[config.mk]
export PLATFORM = sky130hd
export DESIGN_NAME = mopshub_rec_arbiter
export DESIGN_NICKNAME = d
export VERILOG_FILES = /design/src/rtl/mopshub_rec_pkg.sv /design/src/rtl/rr_priority_pick.sv /design/src/rtl/mopshub_rec_arbiter.sv
export SDC_FILE = /design/constraint.sdc
export NUM_CORES = 1
export LEC_CHECK = 0
export BUFFER_PORTS_ARGS = -buffer_cell sky130_fd_sc_hd__buf_4
export CAP_MARGIN = 20
export CORE_MARGIN = 10
export CORE_UTILIZATION = 42
export DETAILED_ROUTE_END_ITERATION = 10
export PLACE_DENSITY = 0.64
export SKIP_LAST_GASP = 1
export SLEW_MARGIN = 20
export SYNTH_ARGS = -nofsm -noshare
export SYNTH_HDL_FRONTEND = slang
export SYNTH_SLANG_ARGS = --single-unit
[constraint.sdc]
create_clock -name clk -period 6.3 [get_ports clk]
set_clock_uncertainty 0.2 [all_clocks]
set_input_delay 0.63 -clock clk [delete_from_list [all_inputs] [get_ports clk]]
set_output_delay 0.63 -clock clk [all_outputs]
set_load 0.005 [all_outputs]
[src/rtl/mopshub_rec_pkg.sv]
// Shared types and constants for the MOPS-Hub receive arbiter.
// Frame layout matches the word presented by the CAN receive controllers.
package mopshub_rec_pkg;

    localparam int unsigned FRAME_W   = 76;
    localparam int unsigned BUS_SEL_W = 5;
    localparam int unsigned CNT_W     = 3;

    typedef enum logic [2:0] {
        StIdle,
        StSelect,
        StWaitData,
        StPresent,
        StClear
    } rec_state_t;

    typedef struct packed {
        logic [6:0]  node_id;
        logic [3:0]  dlc;
        logic [63:0] payload;
        logic        crc_ok;
    } can_frame_t;

endpackage

[src/rtl/rr_priority_pick.sv]
// Round-robin pick: first set bit of pending at or after start, wrapping to 0.
// Bits above n_buses are expected to be zero already, so wrapping at N_BUS-1 equals wrapping at n_buses.
module rr_priority_pick #(
    parameter int unsigned N_BUS = 32,
    parameter int unsigned SEL_W = 5
) (
    input  logic [N_BUS-1:0] pending,
    input  logic [SEL_W-1:0] start,
    input  logic [SEL_W-1:0] n_buses,
    output logic [SEL_W-1:0] index,
    output logic             found
);

    logic [SEL_W-1:0] base;
    logic [N_BUS-1:0] rotated;
    logic [SEL_W:0]   offset;
    logic [SEL_W+1:0] sum;

    always_comb begin
        // A start beyond the enabled range restarts the scan at bus 0.
        base    = (start > n_buses) ? '0 : start;
        rotated = N_BUS'({pending, pending} >> base);
        found   = 1'b0;
        offset  = '0;
        for (int i = N_BUS - 1; i >= 0; i--) begin
            if (rotated[i]) begin
                found  = 1'b1;
                offset = (SEL_W + 1)'(i);
            end
        end
        sum = {2'b00, base} + {1'b0, offset};
        if (sum >= (SEL_W + 2)'(N_BUS)) begin
            sum = sum - (SEL_W + 2)'(N_BUS);
        end
        index = sum[SEL_W-1:0];
    end

endmodule

[src/rtl/mopshub_rec_arbiter.sv]
// Round-robin arbiter reading received CAN frames from up to N_BUS controllers
// and handing them one at a time to the uplink elink framer.
module mopshub_rec_arbiter
    import mopshub_rec_pkg::*;
#(
    parameter int unsigned N_BUS    = 32,
    parameter int unsigned DATA_W   = FRAME_W,
    parameter int unsigned READ_LAT = 2,
    parameter int unsigned SEL_W    = BUS_SEL_W
) (
    input  logic              clk,
    input  logic              rst,
    input  logic [SEL_W-1:0]  n_buses,
    input  logic [N_BUS-1:0]  irq_can_rec,
    input  logic [DATA_W-1:0] data_rec_in,
    output logic [SEL_W-1:0]  can_rec_select,
    output logic [N_BUS-1:0]  irq_clr,
    output logic [DATA_W-1:0] data_rec_uplink,
    output logic              uplink_valid,
    input  logic              uplink_ready,
    output logic              busy
);

    rec_state_t state_q, state_d;

    logic [SEL_W-1:0]  sel_q, sel_d;
    logic [CNT_W-1:0]  cnt_q, cnt_d;
    logic [DATA_W-1:0] data_q, data_d;
    logic              valid_q, valid_d;
    logic [N_BUS-1:0]  irq_clr_q, irq_clr_d;
    logic [SEL_W-1:0]  last_grant_q, last_grant_d;
    logic              lg_valid_q, lg_valid_d;
    logic              post_clear_q, post_clear_d;

    logic [N_BUS-1:0]  masked;
    logic [SEL_W-1:0]  start;
    logic [SEL_W-1:0]  pick;
    logic              found;

    always_comb begin
        masked = '0;
        for (int i = 0; i < N_BUS; i++) begin
            masked[i] = irq_can_rec[i] && (SEL_W'(i) <= n_buses);
        end
        // The controller may still show the serviced flag for one cycle after the clear.
        if (post_clear_q && lg_valid_q) begin
            masked[last_grant_q] = 1'b0;
        end
        start = lg_valid_q ? last_grant_q + SEL_W'(1) : '0;
    end

    rr_priority_pick #(
        .N_BUS (N_BUS),
        .SEL_W (SEL_W)
    ) u_pick (
        .pending (masked),
        .start   (start),
        .n_buses (n_buses),
        .index   (pick),
        .found   (found)
    );

    always_ff @(posedge clk) begin
        if (rst) begin
            state_q <= StIdle;
        end else begin
            state_q <= state_d;
        end
    end

    always_comb begin
        state_d = state_q;
        unique case (state_q)
            StIdle:     if (found) state_d = StSelect;
            StSelect:   state_d = StWaitData;
            StWaitData: if (cnt_q == '0) state_d = StPresent;
            StPresent:  if (uplink_ready) state_d = StClear;
            StClear:    state_d = StIdle;
            default:    state_d = StIdle;
        endcase
    end

    always_comb begin
        sel_d        = sel_q;
        cnt_d        = cnt_q;
        data_d       = data_q;
        valid_d      = valid_q;
        irq_clr_d    = '0;
        last_grant_d = last_grant_q;
        lg_valid_d   = lg_valid_q;
        post_clear_d = post_clear_q;
        unique case (state_q)
            StIdle: begin
                post_clear_d = 1'b0;
                if (found) sel_d = pick;
            end
            StSelect: cnt_d = CNT_W'(READ_LAT - 1);
            StWaitData: begin
                if (cnt_q == '0) begin
                    data_d  = data_rec_in;
                    valid_d = 1'b1;
                end else begin
                    cnt_d = cnt_q - CNT_W'(1);
                end
            end
            StPresent: begin
                if (uplink_ready) begin
                    valid_d      = 1'b0;
                    irq_clr_d    = N_BUS'(1) << sel_q;
                    last_grant_d = sel_q;
                    lg_valid_d   = 1'b1;
                end
            end
            StClear: post_clear_d = 1'b1;
            default: ;
        endcase
    end

    always_ff @(posedge clk) begin
        if (rst) begin
            sel_q        <= '0;
            cnt_q        <= '0;
            data_q       <= '0;
            valid_q      <= 1'b0;
            irq_clr_q    <= '0;
            last_grant_q <= '0;
            lg_valid_q   <= 1'b0;
            post_clear_q <= 1'b0;
        end else begin
            sel_q        <= sel_d;
            cnt_q        <= cnt_d;
            data_q       <= data_d;
            valid_q      <= valid_d;
            irq_clr_q    <= irq_clr_d;
            last_grant_q <= last_grant_d;
            lg_valid_q   <= lg_valid_d;
            post_clear_q <= post_clear_d;
        end
    end

    assign can_rec_select  = sel_q;
    assign irq_clr         = irq_clr_q;
    assign data_rec_uplink = data_q;
    assign uplink_valid    = valid_q;
    assign busy            = (state_q != StIdle);

endmodule

# Yosys cells after proc, flatten, opt, wreduce, memory -nomap -nowiden
# Cells that the tools add are included.
[word_totals]
word_cells = 190
n_memories = 0
romBits = 0
ramBits = 0
in_bits = 116
output_inout_bits = 115
reg_bits = 127
latchBits = 0
[classes]
mul = 0
eq_ne = 8
n_lt_le_gt_ge = 36
add_sub_neg = 4
n_bitwise = 4
n_shift = 2
n_div = 0
n_reduce_logical = 47
n_mux = 80
[op_table]
columns = ["op", "count"]
rows = [
  ["$mux 5", 35],
  ["$le 5x5->1 const A", 16],
  ["$shr 64x5->32", 1],
  ["$le 4x5->1 const A", 8],
  ["$mux 1", 35],
  ["$logic_and 1x1->1", 34],
  ["$and 32x32->32", 1],
  ["$mux 32", 1],
  ["$not 32->32", 1],
  ["$shl 1x5->32 const A", 1],
  ["$le 3x5->1 const A", 4],
  ["$mux 3", 4],
  ["$pmux 3 s4", 1],
  ["$le 1x5->1 const A", 2],
  ["$le 2x5->1 const A", 2],
  ["$ne 2x2->1 const B", 4],
  ["$reduce_and 2->1", 4],
  ["$add 5x5->6", 1],
  ["$eq 3x2->1 const B", 2],
  ["$ge 6x6->1 const B", 1],
  ["$logic_not 3->1", 2],
  ["$lt 5x6->1 const B", 1],
  ["$pmux 3 s2", 1],
  ["$reduce_and 3->1", 2],
  ["13 further kinds", 17],
]

# Logic depth before layout (Yosys ltp)
# Gate-level depths: netlist of run 1.
[depth]
ltp_word = 43
mapped_depth = 29
ltp_nobuf = 25

# Modules after synthesis
# A second synthesis of run 1 with hierarchy kept.
[unflattened]
cells_unflattened = 1225
area_unflattened_um2 = 9165.0
[by_module_without_submodules]
columns = ["module", "cells_each", "instances", "seq_area_each_um2", "area_each_um2"]
rows = [
  ["mopshub_rec_arbiter", 621, 1, 2542.4, 5037.3],
  ["rr_priority_pick", 604, 1, 0.0, 4127.7],
]

# Worst setup path after synthesis of run 1
# Ideal clock, no wire load.
[synth_timing]
path_type = "reg2reg"
from = "register last_grant_q[0]"
to = "register sel_q[4], in the netlist can_rec_select[4]"
arrival_time_ps = 5801
required_time_ps = 6023
path_stages_with_launch = 27
setup_slack_ps = 223
n_path_buf = 4
path_cell_list = "dfxtp_1 -> inv_1 -> ha_1 -> nand2_2 -> inv_1 -> buf_2 -> clkbuf_1 -> ha_1 -> nand4_2 -> o21ai_4 -> o21a_1 -> nor3_1 -> clkbuf_1 -> clkbuf_1 -> mux2i_1 -> nor2b_1 -> o32a_1 -> nor3_1 -> a211oi_1 -> o21ai_0 -> ha_1 -> fa_1 -> a21o_1 -> a21oi_1 -> xnor2_1 -> a2111o_1 -> a41oi_2"
[synth_between]
elab_chain_cells = 43
[synth_lines]
columns = ["element", "line", "rtl"]
rows = [
  ["start: declaration", "mopshub_rec_arbiter.sv:31", "logic [SEL_W-1:0] last_grant_q, last_grant_d;"],
  ["start signal: assignment", "mopshub_rec_arbiter.sv:135", "last_grant_q <= last_grant_d;"],
  ["parallel branches: the longest is 43 deep, another holds $add 5x1->5", "--", ""],
  ["end signal: assignment", "mopshub_rec_arbiter.sv:130", "sel_q <= sel_d;"],
  ["end: declaration", "mopshub_rec_arbiter.sv:26", "logic [SEL_W-1:0] sel_q, sel_d;"],
]
# Several ways; the timed one is not identified.
# A chain may end at the register's enable or synchronous reset.

# Final worst setup path of run 1
# Same ends and word-level chain as after synthesis.

==> impl_metrics.ini, run 1 <==
[yosys]
ys_seq_area_share_pct = 28.7
synth_seq_cells = 127
ys.flop_type = dfxtp_1
synth-edff-count = 0
syn_inst = 1184
syn-cell-area_mm2 = 0.00887
synth_warnings = 0
ys_types = 93
async_reset_ff_share_pct = 0
syn_area_per_cell_um2 = 7.49
synthesis.nets = 1316

[pwr]
power_mw = 2.44
p_per_area_mw_per_mm2 = 204
irDropWorstVdd_v = 0.000212
p_leak_nw = 4.94

[floorplan]
rows = 53
ios = 231
fp.dieH_um = 165
start_util_pct = 42.5
die_w_um = 165
design.core.area_mm2 = 0.0209
die_area_mm2 = 0.0273

[clock_tree]
clk_pin_slew_worst_paths_ps = 60
root_buffer = clkbuf_16
clock_latency_ps = 410
h-tree-depth = 4
clkSinkCount = 127
tritoncts = built
cts_hold_buf = 0
cts_buffers = 17
clockBufferDepth = 2

[sta]
min_period_ps = 6030
period_share_pct = 95.8
fmax_mhz = 166
setup_viol = 0
hold_viol_final = 0
slew-limit-headroom_pct = 30.8
slew_violations = 0
worst_pin_slew_ps = 1030
rsz0062_at_grt = no
fin_ws_ps = 267

[drt]
drt_iter0_drc = 1113
wl_per_cell_um = 21.6
drc_errors = 0
antenna_left = 0
drt-pass1-iter-count = 5
vias_per_cell = 6.06
vias = 10400
wirelength_um = 37000

[place]
place.gp.congestion = 1.00
portBuffers = 230
hpwl_um = 28400
pre_cts_ws_ps = -62.2

[worst_setup_path]
startpoint_type = flop
path_max_fanout = 34
crit_path_end_kind = flop
worstSetupPathType = reg -> reg
crit_required_ps = 6430
arrival_ps = 6160
r2r_cells = 23

[global_routing]
gr-usage-all-layers_pct = 25.8
grt_remaining_overflow = 0
grt_max_degree = 99
grt_pass1_vias = 9880
grt_first_pass_wirelength_um = 55600
antenna_found_initial = 0

[final_layout]
fin_nets = 1554
area.growth.synth_to_final_pct = 35.0
diodes = 0
layout_common_cells = buf_4, nand2_1, dfxtp_1
drive_gt1_share_pct = 29.8
final_common_cell = buf_4

[hold_path]
worstHoldPathCells = 2
worst_hold_path_type = reg -> reg

[run]
max_cap_violations = 0

[run_status]
outcome = finished, final reports clean
==> Yosys cell counts (all sizes together), types with 26 or more instances <==
| cell type | number | area, um2 |
|---|---|---|
| nand3 | 35 | 175 |
| a21oi | 110 | 577 |
| inv | 26 | 100 |
| nor3 | 44 | 235 |
| nor2 | 103 | 387 |
| dfxtp | 127 | 2540 |
| o211ai | 50 | 385 |
| o21ai | 48 | 252 |
| nand2 | 220 | 831 |
| buf | 36 | 223 |
| mux2i | 41 | 410 |
| clkbuf | 50 | 188 |
==> report_power, final <==
group | internal, mW | switching (mW) | total (mW) | leakage [nW]
Combinational | 0.260 | 0.342 | 0.602 | 3.63
Clock | 0.554 | 0.394 | 0.948 | 0.283
Sequential | 0.856 | 0.0371 | 0.893 | 1.03
==> kinds of logic (layout without fill, tap and decap cells) <==
kind of cell,after synthesis,in the layout,share of synthesized area [%]
flops,127,127,28.7
buf+inv,112,363,5.76
mux,55,55,6.49
fa+ha+maj,16,16,2.34
xor+xnor,5,5,0.494
simple gates,484,484,25.2
compound gates,385,385,31.1
==> area by class of cell <==
type | count | area, um2
fillers | 1966 | 8920
well taps | 275 | 344
multi-input cells | 945 | 6040
clock buffers | 17 | 425
clock inverters | 15 | 145
inverters | 26 | 113
repair buffers | 305 | 2360
flip-flops and latches | 127 | 2550
==> worst max-delay path: stages (launching register included) <==
cell and delay [ps]:
dfxtp_2 350, buf_4 140, and3_4 190, mux2i_2 240, inv_1 110, ha_4 300
and4_4 240, nand2_2 90, a211o_4 410, buf_12 200, mux2_4 330, a22oi_1 310
o2111ai_2 240, mux2_2 350, a211o_1 340, nor3_1 180, o211ai_1 130, a311oi_2 300
ha_1 310, a21o_1 190, a21oi_1 170, xnor2_1 100, a2111o_1 310, a41oi_2 180
==> flip-flops by register name, summed over array words and instances, names as in the netlist <==
| register | flops |
|---|---|
| data_rec_uplink | 76 |
| irq_clr | 32 |
| can_rec_select | 5 |
| last_grant_q | 5 |
| cnt_q | 3 |
| state_q | 3 |
| lg_valid_q | 1 |
| post_clear_q | 1 |
| uplink_valid | 1 |
==> worst paths after layout <==
path,startpoint,to,slack (ps)
hold reg to reg,data_rec_uplink[1]$_SDFFE_PP0P_,data_rec_uplink[1]$_SDFFE_PP0P_,250
setup reg to reg,last_grant_q[0]$_SDFFE_PP0P_,can_rec_select[4]$_SDFFE_PP0P_,270
hold / removal,data_rec_uplink[1]$_SDFFE_PP0P_,data_rec_uplink[1]$_SDFFE_PP0P_,250
setup / recovery,last_grant_q[0]$_SDFFE_PP0P_,can_rec_select[4]$_SDFFE_PP0P_,270
==> routing by layer <==
metal / GRT usage [%] / routed length (um) / part of all wire, % / vias up
met3: 9.27 / 3880 / 10 / 99
met4: 11.1 / 1540 / 4.2 / 0
li1: - / - / - / 4839
met1: 31.3 / 14600 / 39 / 4846
met2: 40.5 / 17000 / 46 / 571
met5: 0 / 0 / 0 / -
==> metrics by stage <==
| stage | setup TNS, ps | cells | area, um2 | utilization, % | hold slack (ps) |
|---|---|---|---|---|---|
| after detailed placement | -62.2 | 1676 | 11100 | 53.4 | 247 |
| after global placement | 0 | 1676 | 11100 | 53.4 | 242 |
| after floorplan | 0 | 1184 | 8870 | - | 253 |
| after CTS | 0 | 1708 | 11700 | 56.2 | 241 |
| final | 0 | 1710 | 12000 | 57.3 | 254 |
| after global routing | 0 | 1710 | 12000 | 57.3 | 247 |
==> timing repair <==
item                                    in CTS  in global routing
endpoints found under the setup margin       1                  4
gates resized for setup                      3                 48
setup buffers                                0                  2
pin swaps                                    0                  7
(Power assumes the default switching activity.)
==> inputs of run 2 (changes only) <==
Settings changed: CORE_ASPECT_RATIO set to 1.75, PLACE_DENSITY 0.64 to not set, PLACE_DENSITY_LB_ADDON set to 0.05.
==> run 2 against run 1 <==
Net effect:
- critical path depth increased by 3
- sequential share of layout area decreased by 0.91 points
- critical endpoint unchanged
- non-clock buffer count rose by 65
- highest routed layer unchanged
- hold slack about the same
- largest power group unchanged
- cell count up 2.4%
- critical path type unchanged
- sequential power about the same
==> impl_metrics.ini, run 2 (synthesis gave the netlist of run 1 again) <==
[final_layout]
ff_latch_area_mm2 = 0.00254
multiInputGateArea_mm2 = 0.00606
area.growth.synth_to_final_pct = 41.0
instances_no_fill = 1751
largest_reg_flops = 76
final_util_pct = 60.0
diodes = 0
final_common_cell = buf_4
layout_common_cells = buf_4, nand2_1, dfxtp_1
fin_nets = 1619
fillers = 2008
design_area_mm2 = 0.0125
drive_gt1_share_pct = 33.1

[clock_tree]
cts_hold_buf = 0
cts_buffers = 17
clkSinkCount = 127
tritoncts = built
root_buffer = clkbuf_16
clock_latency_ps = 410
h-tree-depth = 4
clk_pin_slew_worst_paths_ps = 50
clockBufferDepth = 2

[place]
placed_area_mm2 = 0.0116
dp_cells = 1714
portBuffers = 230
hpwl_um = 33700
place.gp.congestion = 1.06

[sta]
timing.hold.ws_ps = 253
setup_viol = 0
worst_pin_slew_ps = 1180
fmax_mhz = 163
hold_viol_final = 0
slew-limit-headroom_pct = 21.5
slew_violations = 0
period_share_pct = 97.5
min_period_ps = 6140

[global_routing]
grt_pass1_vias = 10900
antenna_found_initial = 0
grt_first_pass_wirelength_um = 63700
grt_remaining_overflow = 0
gr-usage-all-layers_pct = 30.6
grt_max_degree = 97

[floorplan]
design.core.area_mm2 = 0.0208
fp.dieH_um = 212
die_area_mm2 = 0.0276
rows = 70
ios = 231
die_w_um = 130
start_util_pct = 42.5

[pwr]
p_per_area_mw_per_mm2 = 202
p_leak_nw = 5.25
irDropWorstVdd_v = 0.000260
power_mw = 2.52

[hold_path]
worst_hold_path_type = reg -> reg
worstHoldPathCells = 2

[worst_setup_path]
critPathTopFamily = compound AO/OA/AOI/OAI gates
arrival_ps = 6270
worstSetupPathType = reg -> reg
max_stage_delay_ps = 400
worst-path-stages = 26
cpMaxStageDelayCell = fa_1
crit_path_end_kind = flop
path_max_fanout = 15
crit_required_ps = 6430
startpoint_type = flop
path_buf_inv = 4
r2r_cells = 26

[drt]
wl_per_cell_um = 24.2
drt-pass1-iter-count = 6
drt_iter0_drc = 880
vias = 10700
drc_errors = 0
antenna_left = 0
vias_per_cell = 6.10
wirelength_um = 42400

[run_status]
outcome = finished, final reports clean

[run]
max_cap_violations = 0
==> run 2: cell count changes in the layout (fill, tap and decap cells not counted), sizes merged <==
cell	previous run	this run
clkbuf	17	21
inv	33	26
buf	305	370
clkinv	6	5
bufinv	1	3
clkinvlp	1	2
==> run 2: final cells by class <==
class	instances	area share, %
well taps	252	2.52
repair buffers	370	23.1
flip-flops and latches	127	20.4
inverters	26	0.881
clock buffers	21	3.60
clock inverters	10	1.10
multi-input cells	945	48.4
==> run 2: tightest hold or removal path, stage by stage, from the launching register on <==
cell and delay [ps]:
dfxtp_1 300, nand2_1 50, a21oi_1 50
==> run 2: final timing paths <==
| check | slack, ps | end | from |
|---|---|---|---|
| min reg2reg | 250 | data_rec_uplink[0]$_SDFFE_PP0P_ | data_rec_uplink[0]$_SDFFE_PP0P_ |
| max | 160 | can_rec_select[4]$_SDFFE_PP0P_ | last_grant_q[1]$_SDFFE_PP0P_ |
| max reg2reg | 160 | can_rec_select[4]$_SDFFE_PP0P_ | last_grant_q[1]$_SDFFE_PP0P_ |
| min | 250 | data_rec_uplink[0]$_SDFFE_PP0P_ | data_rec_uplink[0]$_SDFFE_PP0P_ |
==> run 2: where the power goes <==
group / switching, mW / internal, mW / leakage, nW
Combinational: 0.364 / 0.284 / 3.94
Clock: 0.347 / 0.629 / 0.283
Sequential: 0.0387 / 0.857 / 1.03
Total: 0.750 / 1.77 / 5.25
==> run 2: per-stage QoR <==
| stage | setup WS, ps | setup TNS, ps |
|---|---|---|
| final | 157 | 0 |
| after global routing | -28.0 | -43.3 |
| after CTS | 17.0 | 0 |
| after detailed placement | -270 | -477 |
| after global placement | -178 | -348 |
| after floorplan | 223 | 0 |
==> run 2: per-layer routing <==
metal	track usage [%]	up-vias	part of all wire (%)
met5	0	-	0
met2	55.7	526	52
met4	25.9	0	10
met1	27.0	4962	31
li1	-	4977	-
met3	8.13	219	7.0
==> run 2: what timing repair did <==
action                     4_1_cts  5_1_grt
setup endpoints to repair        2        4
gates resized for setup         15       54
buffers inserted                 4        4
pin swaps                        4       16
